File: config.mk
export PLATFORM = sky130hd
export DESIGN_NAME = thermostat_controller
export DESIGN_NICKNAME = d
export VERILOG_FILES = /design/src/rtl/thermostat_controller.sv
export SDC_FILE = /design/constraint.sdc
export NUM_CORES = 1
export LEC_CHECK = 0
export BUFFER_PORTS_ARGS = -buffer_cell sky130_fd_sc_hd__buf_2
export CORE_ASPECT_RATIO = 0.5
export CORE_MARGIN = 2
export CORE_UTILIZATION = 41
export DETAILED_ROUTE_END_ITERATION = 8
export PLACE_DENSITY = 0.58
export RECOVER_POWER = 50
export SYNTH_ARGS = -nofsm -noshare
export SYNTH_HDL_FRONTEND = slang
export SYNTH_SLANG_ARGS = --single-unit
File: constraint.sdc
create_clock -name clk -period 5 [get_ports clk]
set_input_delay 0.5 -clock clk [delete_from_list [all_inputs] [get_ports clk]]
set_output_delay 0.5 -clock clk [all_outputs]
set_load 0.1 [all_outputs]
File: src/rtl/thermostat_controller.sv
// Thermostat controller: 4-sample moving average of tempc feeding a hysteresis
// heat/cool FSM with minimum dwell, plus a sticky range alarm that forces FAULT.
module thermostat_controller #(
    parameter int MIN_DWELL = 16,
    parameter int ALARM_CNT = 4,
    parameter int TEMP_MAX  = 60,
    parameter int TEMP_MIN  = -10
) (
    input  logic               clk,
    input  logic               rst,
    input  logic signed [31:0] tempc,
    input  logic               temp_valid,
    input  logic signed [31:0] setpoint,
    input  logic        [7:0]  hyst,
    input  logic               enable,
    input  logic               alarm_clr,
    output logic signed [31:0] avg_temp,
    output logic               avg_valid,
    output logic        [1:0]  state,
    output logic               heater_on,
    output logic               cooler_on,
    output logic               alarm
);

    localparam int DW = $clog2(MIN_DWELL + 1);
    localparam int CW = $clog2(ALARM_CNT + 1);
    localparam logic [DW-1:0]     DWELL_LOAD = DW'(MIN_DWELL - 1);
    localparam logic [CW-1:0]     CNT_MAX    = CW'(ALARM_CNT);
    localparam logic signed [31:0] T_MAX     = 32'(TEMP_MAX);
    localparam logic signed [31:0] T_MIN     = 32'(TEMP_MIN);

    typedef enum logic [1:0] {
        S_IDLE  = 2'd0,
        S_HEAT  = 2'd1,
        S_COOL  = 2'd2,
        S_FAULT = 2'd3
    } state_t;

    // The incoming sample is the fourth window entry, so only three past samples are stored.
    logic [2:0][31:0]   win_q, win_d;
    logic [2:0]         fill_q, fill_d;
    logic signed [31:0] avg_temp_q, avg_temp_d;
    logic signed [31:0] prev_avg_q, prev_avg_d;
    logic               avg_valid_q, avg_valid_d;
    state_t             state_q, state_d;
    logic [DW-1:0]      dwell_q, dwell_d;
    logic [CW-1:0]      cnt_q, cnt_d;
    logic               alarm_q, alarm_d;

    logic signed [33:0] sum;
    logic signed [31:0] avg_new;
    logic signed [33:0] avg34, sp34, lo34, hi34;
    logic signed [31:0] judge_avg;
    logic               out_of_range, clr_ok, trip;
    logic [CW-1:0]      cnt_base;
    state_t             eval_state;

    assign sum     = 34'(tempc) + 34'($signed(win_q[0])) + 34'($signed(win_q[1]))
                   + 34'($signed(win_q[2]));
    assign avg_new = 32'(sum >>> 2);

    always_comb begin
        win_d       = win_q;
        fill_d      = fill_q;
        avg_temp_d  = avg_temp_q;
        prev_avg_d  = prev_avg_q;
        avg_valid_d = 1'b0;
        if (temp_valid) begin
            win_d[0] = tempc;
            win_d[1] = win_q[0];
            win_d[2] = win_q[1];
            if (fill_q != 3'd4) fill_d = fill_q + 3'd1;
            if (fill_q >= 3'd3) begin
                avg_valid_d = 1'b1;
                avg_temp_d  = avg_new;
                prev_avg_d  = avg_temp_q;
            end
        end
    end

    assign avg34 = 34'(avg_temp_q);
    assign sp34  = 34'(setpoint);
    assign lo34  = sp34 - 34'(hyst);
    assign hi34  = sp34 + 34'(hyst);

    // A clear arriving with a fresh average is judged on the average before it.
    assign judge_avg    = avg_valid_q ? prev_avg_q : avg_temp_q;
    assign clr_ok       = alarm_clr && (state_q == S_FAULT)
                       && (judge_avg <= T_MAX) && (judge_avg >= T_MIN);
    assign out_of_range = (avg_temp_q > T_MAX) || (avg_temp_q < T_MIN);
    assign cnt_base     = clr_ok ? '0 : cnt_q;
    assign trip         = avg_valid_q && out_of_range && (cnt_base >= CNT_MAX - CW'(1));
    assign eval_state   = clr_ok ? S_IDLE : state_q;

    always_comb begin
        cnt_d   = cnt_base;
        alarm_d = alarm_q;
        if (avg_valid_q) begin
            if (!out_of_range)          cnt_d = '0;
            else if (cnt_base != CNT_MAX) cnt_d = cnt_base + CW'(1);
        end
        if (trip)        alarm_d = 1'b1;
        else if (clr_ok) alarm_d = 1'b0;
    end

    // FSM next state and dwell timer
    always_comb begin
        state_d = eval_state;
        if (trip) begin
            state_d = S_FAULT;
        end else if (eval_state != S_FAULT) begin
            if (!enable) begin
                state_d = S_IDLE;
            end else if (avg_valid_q) begin
                case (eval_state)
                    S_IDLE: begin
                        if (avg34 < lo34)      state_d = S_HEAT;
                        else if (avg34 > hi34) state_d = S_COOL;
                    end
                    S_HEAT: if (avg34 >= sp34 && dwell_q == '0) state_d = S_IDLE;
                    S_COOL: if (avg34 <= sp34 && dwell_q == '0) state_d = S_IDLE;
                    default: state_d = eval_state;
                endcase
            end
        end
        if ((state_d == S_HEAT || state_d == S_COOL) && state_d != state_q)
            dwell_d = DWELL_LOAD;
        else if (dwell_q != '0)
            dwell_d = dwell_q - DW'(1);
        else
            dwell_d = '0;
    end

    always_ff @(posedge clk) begin
        if (rst) begin
            win_q       <= '0;
            fill_q      <= '0;
            avg_temp_q  <= '0;
            prev_avg_q  <= '0;
            avg_valid_q <= 1'b0;
            state_q     <= S_IDLE;
            dwell_q     <= '0;
            cnt_q       <= '0;
            alarm_q     <= 1'b0;
        end else begin
            win_q       <= win_d;
            fill_q      <= fill_d;
            avg_temp_q  <= avg_temp_d;
            prev_avg_q  <= prev_avg_d;
            avg_valid_q <= avg_valid_d;
            state_q     <= state_d;
            dwell_q     <= dwell_d;
            cnt_q       <= cnt_d;
            alarm_q     <= alarm_d;
        end
    end

    always_comb begin
        state     = state_q;
        heater_on = (state_q == S_HEAT);
        cooler_on = (state_q == S_COOL);
        alarm     = alarm_q;
        avg_temp  = avg_temp_q;
        avg_valid = avg_valid_q;
    end

endmodule
==> results.sh <==
export IMPL_grt_pass1_wl_um=58200
export IMPL_wl_per_cell_um=17.0
export IMPL_boundaryPins=115
export IMPL_avgSynthCellArea_um2=8.61
export IMPL_ys_types=66
export IMPL_syn_inst=1536
export IMPL_track_usage_pct=21.8
export IMPL_port_buffers=114
export IMPL_r2r_slack_ns=0.79
export IMPL_syn_area_mm2=0.0132
export IMPL_critical_path_class="in -> reg"
export IMPL_cap_violations=3
export IMPL_h_tree_depth=4
export IMPL_syn2layout_area_growth_pct=17.5
export IMPL_start_kind="input port"
export IMPL_synth_area_leaders="dfxtp_1 27%, ha_1 14%, fa_1 10%"
export IMPL_hold_viol_final=0
export IMPL_synth_flop_cell="dfxtp_1"
export IMPL_die_w_um=258
export IMPL_grt_pass1_vias=11300
export IMPL_gr_total_overflow=0
export IMPL_ir_drop_mv=0.228
export IMPL_crit_start="setpoint[0]"
export IMPL_holdBufCountCts=0
export IMPL_crit_end="dwell_q[3]$_SDFF_PP0_"
export IMPL_ys_async_sr_fraction_pct=0
export IMPL_n_antenna_cell=0
export IMPL_max_clock_freq_ghz=0.197
export IMPL_drc=0
export IMPL_cts_tree="done"
export IMPL_multi_input_area_mm2=0.00944
export IMPL_root_buffer="clkbuf_16"
export IMPL_dp_hpwl_um=28100
export IMPL_cts_buffers=17
export IMPL_finalWorstSetupSlack_ns=-0.0699
export IMPL_drive_above_1_share_pct=14.6
export IMPL_yosysTopAreaCellShare_pct=26.5
export IMPL_drt_total_wl_um=36500
export IMPL_worstRegToRegCells=15
export IMPL_power_density_mw_per_mm2=257
export IMPL_ant_nets=0
export IMPL_cp_data_arrival_time_ns=5.43
export IMPL_period_share_pct=101
export IMPL_rr_endpoint="avg_temp[29]$_SDFFE_PP0P_"
export IMPL_rows=46
export IMPL_slew_headroom_pct=-80.6
export IMPL_yosys_register_bits=175
export IMPL_period_needed_ns=5.07
export IMPL_timing_rr_start="win_q[1]$_SDFFE_PP0P_"
export IMPL_die_h_um=131
export IMPL_synth_largest_area_cell="dfxtp_1"
export IMPL_clkTransAtPathRegs_ns=0.07
export IMPL_nets=2000
export IMPL_critPathRequiredTime_ns=5.36
export IMPL_regArea_mm2=0.00350
export IMPL_crit_path_max_fanout=5
export IMPL_grt_start_max_net_pins=72
export IMPL_slew_violations=177
export IMPL_clock_sinks=175
export IMPL_synth_nets=1831
export IMPL_first_iter_violations=675
export IMPL_power_leakage_uw=0.00700
export IMPL_vias=11500
export IMPL_clock_path_buffers=2
export IMPL_synth_edf_count=0
export IMPL_initial_core_util_pct=41.7
export IMPL_coreArea_mm2=0.0317
export IMPL_grt_setup_unrepaired="true"
export IMPL_dieArea_mm2=0.0338
export IMPL_fillerInstances=3072
export IMPL_post_place_ws_ns=-0.643
export IMPL_synth_seq_area_share_pct=26.5
export IMPL_antenna_found_initial=1
export IMPL_synth_warnings=0
export IMPL_worst_pin_slew_ns=2.71
export IMPL_clock_latency_ns=0.44
export IMPL_place_congestion=0.919
export IMPL_whs_ns=0.335
export IMPL_utilization_pct=49.0
export IMPL_cp_end_kind="flop"
export IMPL_worst_clock_skew_ns=0.00876
export IMPL_violations="max-capacitance violations, max-slew violations, negative setup slack"
export IMPL_hold_class="in -> reg"
export IMPL_drtPass1Iterations=5
export IMPL_setup_viol=5
export IMPL_via_per_inst=5.36
export IMPL_outcome="finished, violations left"
[critical path, stage by stage]
cell      delay (ns)
buf_8           0.10
inv_4           0.05
ha_4            0.13
inv_2           0.03
fa_2            0.33
a21o_1          0.17
a21oi_2         0.16
o21ai_2         0.08
a21oi_2         0.19
o21ai_2         0.10
a21bo_2         0.23
or4_4           0.46
nor2_4          0.14
nand2_2         0.06
xnor2_1         0.14
ha_1            0.30
nand4_1         0.15
nor4_2          0.31
buf_4           0.17
a41oi_2         0.10
mux2i_2         0.30
and4b_1         0.24
or3_4           0.40
mux2_4          0.35
a311oi_2        0.23
[timing repair]
action | in CTS | in global routing
pin swaps | 12 | 20
gates resized for setup | 11 | 22
setup endpoints to repair | 5 | 7
setup buffers | 11 | 3
gates cloned | 0 | 1
[state kept, by name, summed over array words and instances, names as in the netlist]
| name | count |
|---|---|
| win_q | 96 |
| avg_temp | 32 |
| prev_avg_q | 32 |
| dwell_q | 5 |
| cnt_q | 3 |
| fill_q | 3 |
| state | 2 |
| alarm | 1 |
| avg_valid | 1 |
[metrics by stage]
stage	power (uW)	cell area, um^2	setup TNS, ns	cells
2_1_floorplan	2370	13300	-0.00256	1536
3_3_place_gp	2680	14800	-2.64	2103
3_5_place_dp	2710	14800	-3.54	2103
4_1_cts	4010	15500	-0.295	2145
5_1_grt	4230	15500	-1.13	2149
6_report	4000	15500	-0.261	2149
[cells by family (layout without fill, tap and decap cells)]
logic type | count (synthesis) | in the layout | share of synthesized area, %
xor+xnor | 83 | 83 | 5.50
buf+inv | 135 | 315 | 3.84
flops | 175 | 175 | 26.5
compound gates | 289 | 290 | 13.2
fa+ha+maj | 218 | 218 | 24.4
simple gates | 537 | 537 | 18.9
mux | 99 | 99 | 7.53
[metal layers]
layer | global-route usage (%) | wire, um | up-vias
met1 | 28.2 | 17100 | 5542
met5 | 0 | 7 | -
li1 | - | - | 5739
met3 | 3.88 | 1570 | 39
met4 | 6.05 | 703 | 2
met2 | 37.9 | 17100 | 195
[power by group]
| group | internal, uW | switching, uW | leakage [uW] |
|---|---|---|---|
| Clock | 699 | 575 | 0.000264 |
| Sequential | 1450 | 78.7 | 0.00142 |
| Combinational | 498 | 699 | 0.00531 |
[layout make-up]
| cell class | instances | area share [%] |
|---|---|---|
| clock inverter | 12 | 0.725 |
| tap | 432 | 3.48 |
| sequential | 175 | 22.6 |
| timing repair buffer | 200 | 7.58 |
| clock buffer | 19 | 2.85 |
| inverter | 84 | 2.05 |
| multi-input combinational | 1227 | 60.8 |
[how the worst min path moves through the flow]
stage / startpoint / endpoint / slack, ns / depth (start not counted)
2_1_floorplan: prev_avg_q[0]$_SDFFE_PP0P_ / prev_avg_q[0]$_SDFFE_PP0P_ / 0.44 / 2
3_5_place_dp: prev_avg_q[4]$_SDFFE_PP0P_ / prev_avg_q[4]$_SDFFE_PP0P_ / 0.46 / 2
4_1_cts: tempc[5] / win_q[5]$_SDFFE_PP0P_ / 0.32 / 3
3_3_place_gp: prev_avg_q[0]$_SDFFE_PP0P_ / prev_avg_q[0]$_SDFFE_PP0P_ / 0.45 / 2
5_1_grt: tempc[5] / win_q[5]$_SDFFE_PP0P_ / 0.33 / 3
6_report: tempc[5] / win_q[5]$_SDFFE_PP0P_ / 0.34 / 3
[cell usage after synthesis, types with 5 or more instances]
cell type,instances
a211oi_1,9
a21o_1,23
a21oi_1,146
a31oi_1,11
and2_1,8
and3_1,5
and4_1,5
buf_1,12
clkbuf_1,38
dfxtp_1,175
fa_1,67
ha_1,151
inv_1,84
mux2i_1,98
nand2_1,174
nand2b_1,10
nand3_1,35
nand4_1,43
nor2_1,158
nor2b_1,13
nor3_1,23
nor3b_1,5
nor4_1,37
o211ai_1,5
o21a_1,7
o21ai_0,42
o21bai_1,5
o31ai_1,5
or3_1,5
xnor2_1,74
xor2_1,9
[cell usage in the layout (no fill, tap or decap), types with 7 or more instances in the layout]
cell and instances:
fa_1 65, clkbuf_1 38, ha_1 150, nand2_1 171
inv_1 82, o21a_1 7, nor3_1 20, o21ai_0 36
a211oi_1 9, a21o_1 23, nor4_1 29, clkbuf_16 17
nand3_1 35, nor2_1 157, dfxtp_1 175, buf_4 85
a21oi_1 141, buf_2 75, xnor2_1 74, xor2_1 9
mux2i_1 97, nor2b_1 12, a31oi_1 11, nand4_1 43
nand2b_1 10
Note: power is estimated with default switching activity, not from simulation.
